<file path="src/rtl/int_ram_banked.sv">
// Banked word RAM with a registered read port and a self-clearing sweep.
// A sweep zeroes one address of every bank per cycle; it runs after reset and on clr.
module int_ram_banked #(
    parameter int DATA_WIDTH = 5,
    parameter int A_WIDTH    = 8,
    parameter int BS_WIDTH   = 1
) (
    input  logic                  clk,
    input  logic                  rst_n,
    input  logic                  cs,
    input  logic                  we,
    input  logic [BS_WIDTH-1:0]   rs,
    input  logic [A_WIDTH-1:0]    address,
    input  logic [DATA_WIDTH-1:0] data_in,
    input  logic                  clr,
    output logic [DATA_WIDTH-1:0] data_out,
    output logic                  valid_out,
    output logic                  busy,
    output logic                  access_err
);

    localparam int RAM_DEPTH = 1 << A_WIDTH;
    localparam int NUM_BANKS = 1 << BS_WIDTH;

    typedef enum logic {
        IDLE,
        CLEAR
    } state_t;

    state_t               state, state_nxt;
    logic [A_WIDTH-1:0]   cnt, cnt_nxt;
    logic                 access;
    logic                 sweep_last;

    // Flat storage indexed by {bank, address}.
    logic [DATA_WIDTH-1:0] mem [NUM_BANKS*RAM_DEPTH];

    assign busy       = (state == CLEAR);
    assign access     = cs && !busy;
    assign sweep_last = (cnt == A_WIDTH'(RAM_DEPTH - 1));

    // NOTE: sequential state uses non-blocking assignments so every register
    // samples pre-edge values, independent of block ordering.
    always_ff @(posedge clk or negedge rst_n) begin
        if (!rst_n) begin
            state <= CLEAR;
            cnt   <= '0;
        end else begin
            state <= state_nxt;
            cnt   <= cnt_nxt;
        end
    end

    // NOTE: defaults first so every path assigns every output; no latches.
    always_comb begin
        state_nxt = state;
        cnt_nxt   = cnt;
        case (state)
            IDLE: begin
                if (clr) state_nxt = CLEAR;
            end
            CLEAR: begin
                cnt_nxt = cnt + 1'b1;
                if (sweep_last) state_nxt = IDLE;
            end
            default: state_nxt = CLEAR;
        endcase
    end

    // NOTE: the array has no reset; zeroing is done by the sweep so it can map to RAM.
    always_ff @(posedge clk) begin
        if (busy) begin
            for (int b = 0; b < NUM_BANKS; b++) begin
                mem[{BS_WIDTH'(b), cnt}] <= '0;
            end
        end else if (access && we) begin
            mem[{rs, address}] <= data_in;
        end
    end

    // data_out only loads on a read, so it holds across writes, idle and sweeps.
    always_ff @(posedge clk or negedge rst_n) begin
        if (!rst_n) begin
            data_out   <= '0;
            valid_out  <= 1'b0;
            access_err <= 1'b0;
        end else begin
            valid_out  <= access && !we;
            access_err <= cs && busy;
            if (access && !we) data_out <= mem[{rs, address}];
        end
    end

endmodule
</file>
<file path="config.mk">
export PLATFORM = sky130hd
export DESIGN_NAME = int_ram_banked
export DESIGN_NICKNAME = d
export VERILOG_FILES = /design/src/rtl/int_ram_banked.sv
export SDC_FILE = /design/constraint.sdc
export NUM_CORES = 2
export LEC_CHECK = 0
export CAP_MARGIN = 15
export CORE_ASPECT_RATIO = 1.5
export CORE_MARGIN = 4
export CORE_UTILIZATION = 40
export CTS_BUF_LIST = sky130_fd_sc_hd__clkbuf_8
export CTS_CLUSTER_DIAMETER = 40
export DETAILED_ROUTE_END_ITERATION = 10
export GPL_ROUTABILITY_DRIVEN = 0
export PLACE_DENSITY = 0.57
export SLEW_MARGIN = 10
export SYNTH_ARGS = -nofsm -noshare
export SYNTH_HDL_FRONTEND = slang
export SYNTH_SLANG_ARGS = --single-unit
</file>
<file path="constraint.sdc">
create_clock -name clk -period 6.1 [get_ports clk]
set_clock_uncertainty 0.1 [all_clocks]
set_input_delay 1.525 -clock clk [delete_from_list [all_inputs] [get_ports clk]]
set_output_delay 1.525 -clock clk [all_outputs]
set_load 0.005 [all_outputs]
</file>
=== After elaboration in Yosys (flattened, before gate mapping) ===
Memory sizes are Yosys's and may differ from the RTL's. A register that Yosys moved wholly into a read port is not among the register bits.
Index checks and enable logic that the tools add are counted.

* Divide/modulo/power cells: 0
* $add $sub $neg: 1
* Multipliers: 0
* Eq/ne operators: 1
* $lt $le $gt $ge: 0
* Bitwise operators: 1
* Shift operators: 0
* Reduce and logical (&&, ||, !) cells: 8
* Multiplexer cells: 11

{| class="wikitable"
|+ Operators with widths
! kind !! count
|-
| 2-to-1 mux 9 bit || 1
|-
| adder 8 x 1 -> 8 bit, second input constant || 1
|-
| == test 8 bit, second input constant || 1
|-
| 2-to-1 mux 1 bit || 8
|-
| 2-to-1 mux 5 bit || 1
|-
| OR reduction 5 bit || 1
|-
| logical AND 1 bit || 4
|-
| zero test 1 bit || 3
|-
| case mux 1 bit (2 select lines) || 1
|-
| inverter 1 bit || 1
|}

* Logic and storage cells: 27
* Output and inout bits: 8
* ROM bits: 0
* Flip-flop bits (word level): 11
* Bits in writable memories: 2,560
* Memories kept: 1
* Bits of input ports: 19
* Bits in latches: 0

{| class="wikitable"
|+ Memory list
! name !! words !! width !! rd ports !! clocked after Yosys merged registers in !! write ports !! line !! source
|-
| mem || 512 || 5 || 1 || 1 || 2 || 36 || <nowiki>logic [DATA_WIDTH-1:0] mem [NUM_BANKS*RAM_DEPTH];</nowiki>
|}

=== Depth between registers and ports, before layout ===
* Depth after elaboration: 8
* Gate-level depth with buffers: 13
* Depth with buffers taken out: 7

=== Worst setup path after synthesis ===
Ideal clock, no wire load.

* Kind: input-to-reg
* Start: in cs
* End: mem mem[0][4], data pin
* Required time: 4.953 ns
* Slack: -1.809 ns
* Setup time: 1.047 ns
* Arrival time: 6.763 ns
* Buffers on the path: 5
* Stages: 7
* Cell sequence: and3b_1 > clkbuf_1 > clkbuf_1 > and2_1 > clkbuf_1 > clkbuf_1 > clkbuf_1

{| class="wikitable"
|+ RTL lines
! element !! line !! source
|-
| from (decl) || 10 || <nowiki>input logic cs,</nowiki>
|-
| to (decl) || 36 ||
|}

==> impl_metrics.toml <==
[setup_path]
cp_max_fo = 21
endpoint = "mem[175][3]$_DFFE_PP_"
crit_path_start_kind = "input port"
rrSetupSlack_ns = 1.50
rr_endpoint = "mem[290][4]$_SDFFE_PP0P_"
cp.arrival_ns = 5.16
ff2ff_path_depth = 8
startpoint = "cs"
required_ns = 6.60
critPathKind = "in2reg"
r2r-start = "busy$_DFF_PN1_"
critPathCaptureType = "flip-flop"

[routing]
vias = 75800
via_per_inst = 5.91
drcViolationCount = 0
drt_iter0_drc = 8088
wire_per_inst_microns = 29.3
routed_wirelength_microns = 376000
dr.pass1.iters = 7
ant_nets = 0

[layout]
fin_cells = 12800
fill_cells = 24600
layout.nets = 9016
syn_to_final_growth_pct = 11.9
postLayoutCellArea_sq_um = 122000
drive_above_1_share_pct = 17.1
mostFrequentLayoutCells = "edfxtp_1, dfxtp_1, nor2_1, nand2_1, a21oi_1"

[synth]
yosysTopAreaCell = "edfxtp_1"
yosysSeqAreaShare_pct = 59.3
yosys_register_bits = 2576
yosys-top-cells-area = "edfxtp_1, dfxtp_1, mux4_2, mux2i_1, nor2_1"
netlist.area_leader.share_pct = 35.4
synth-edff-count = 1280
avgSynthCellArea_sq_um = 12.2
yosysWarnings = 0
synth_fp_nets = 8912
post_synth_inst_count = 8889
async_flop_share_pct = 0.621
synthFlopType = "edfxtp_1"
synthDistinctLibCells = 70
synth_area_sq_um = 109000

[cts]
cts_sinks = 2576
htree_levels = 5
cts_resized = 0
clkLatencyLatePin_ns = 1.03
cts.clk_slew.worst_paths_ns = 0.06
cts_hold_buf = 0
cts_root_buf = "clkbuf_8"
cts_max_path_buffers = 4
cts_buffers = 379
cts_setup_buffers = 0
cts_tree = "done"

[floorplan]
placementRows = 234
chipWidth_microns = 434
core_sq_um = 271000
start_util_pct = 40.2
boundaryPins = 27
fp.dieArea_sq_um = 280000
die_y_microns = 646

[global_routing]
track_usage_pct = 26.3
grt_pass1_wl_microns = 538000
grt_pass1_vias = 76400
antenna_found_initial = 16
grt_start_max_net_pins = 150
grt_overflow_total = 0

[run]
cap_violations = 0

[min_path]
hold_path.class = "reg2reg"

[pwr]
leakagePower_nw = 46.8
p_int_w = 0.0265
vdd_drop_max_mv = 0.200
swShare_pct = 27.7
clockPowerShare_pct = 39.2
p_switching_w = 0.0102
fin_total_pwr_w = 0.0366
p_seq_share_pct = 49.9
powerDensity_nw_per_um2 = 301
comb_power_share_pct = 10.9

[outcome]
status = "complete, no violations"

[placement]
dp_hpwl_microns = 246000
placed_cell_area_sq_um = 114000
io_buffers = 26
pre_cts_ws_ns = 0.523
placed_cells = 12200

[sta]
post-route-period-util_pct = 76.4
rsz0062_at_grt = "false"
hold_ws_ns = 0.352
maxSlewHeadroom_pct = 14.9
hold_viol_final = 0
final-max-slew-violation-count = 0
setup-violations-final = 0
fin_crit_ns = 4.66
worst_slew_pin_slew_ns = 1.27
setup_slack_ns = 1.44
fmax_mhz = 214
-- sequential cells by signal, summed over array words and instances, names as in the netlist --
signal      count
access_err      1
busy            1
mem          2560
cnt             8
data_out        5
valid_out       1
-- cell usage after synthesis (13+ instances only) --
cell	n
mux2i_1	724
o21ai_0	506
and3_1	13
clkbuf_1	429
and2_1	20
nor2b_1	17
a211oi_1	15
buf_2	83
a21oi_1	787
nand3_1	304
a22oi_1	48
nor3_1	23
o221ai_1	24
mux4_2	637
dfrtp_1	15
buf_4	33
mux2_2	17
dfxtp_1	1280
o22ai_1	53
nand2_1	1108
buf_6	39
a31oi_1	16
nor2_1	1223
edfxtp_1	1280
buf_1	45
-- power by group through the flow --
stage / combinational (W) / clock, W / sequential (W)
2_1_floorplan: 0.00179 / 0 / 0.0186
3_3_place_gp: 0.00385 / 0 / 0.0186
3_5_place_dp: 0.00389 / 0 / 0.0186
4_1_cts: 0.00389 / 0.0146 / 0.0183
5_1_grt: 0.00400 / 0.0153 / 0.0183
6_report: 0.00401 / 0.0143 / 0.0183
-- critical path, cell delays in order --
cell and delay (ns):
clkdlybuf4s50_1 0.51, and3b_1 0.66, buf_4 0.45, nand2_1 0.15
nand2_1 0.55, nand2_1 0.66, nor2_1 0.61
-- through the flow --
step / utilization [%] / TNS (ns)
2_1_floorplan: - / 0
4_1_cts: 44.9 / 0
3_5_place_dp: 42.1 / 0
3_3_place_gp: 42.1 / -76.24
6_report: 45.0 / 0
5_1_grt: 45.0 / 0
-- worst min path at each step --
stage | slack, ns | startpoint | cells past startpoint | endpoint
floorplan | 0.33 | mem[419][1]$_SDFFE_PP0P_ | 2 | mem[419][1]$_SDFFE_PP0P_
global placement | 0.34 | mem[415][0]$_SDFFE_PP0P_ | 2 | mem[415][0]$_SDFFE_PP0P_
detailed placement | 0.35 | mem[503][4]$_SDFFE_PP0P_ | 2 | mem[503][4]$_SDFFE_PP0P_
CTS | 0.35 | mem[503][4]$_SDFFE_PP0P_ | 2 | mem[503][4]$_SDFFE_PP0P_
global route | 0.37 | mem[507][2]$_SDFFE_PP0P_ | 2 | mem[507][2]$_SDFFE_PP0P_
finish | 0.35 | mem[479][0]$_SDFFE_PP0P_ | 2 | mem[479][0]$_SDFFE_PP0P_
-- logic make-up (layout without fill, tap and decap cells) --
family	count (synthesis)	in the layout	synth area share, %
simple gates	2752	2752	10.1
flops	2576	2576	59.3
compound gates	1519	1519	7.53
mux	1378	1378	20.0
buf+inv	653	1054	2.88
xor+xnor	7	7	0.0564
fa+ha+maj	4	4	0.0461
other cells	0	5	0
-- final cells by class --
cell class | count | area (sq um) | share of cell area (%)
repair buffers | 365 | 3730 | 3.06
clock inverters | 234 | 1570 | 1.29
flip-flops and latches | 2576 | 64500 | 53.0
clock buffers | 444 | 6110 | 5.02
diodes | 5 | 12.5 | 0.0103
inverters | 11 | 51.3 | 0.0422
well taps | 3540 | 4430 | 3.64
multi-input cells | 5660 | 41300 | 33.9
-- layer usage --
layer  global-route usage [%]  wire length (microns)
met5                        0                    153
met4                     18.1                  30900
met3                     5.01                  29900
met2                     44.4                 183000
met1                     30.1                 131000
Power figures use the tool's default switching activity.
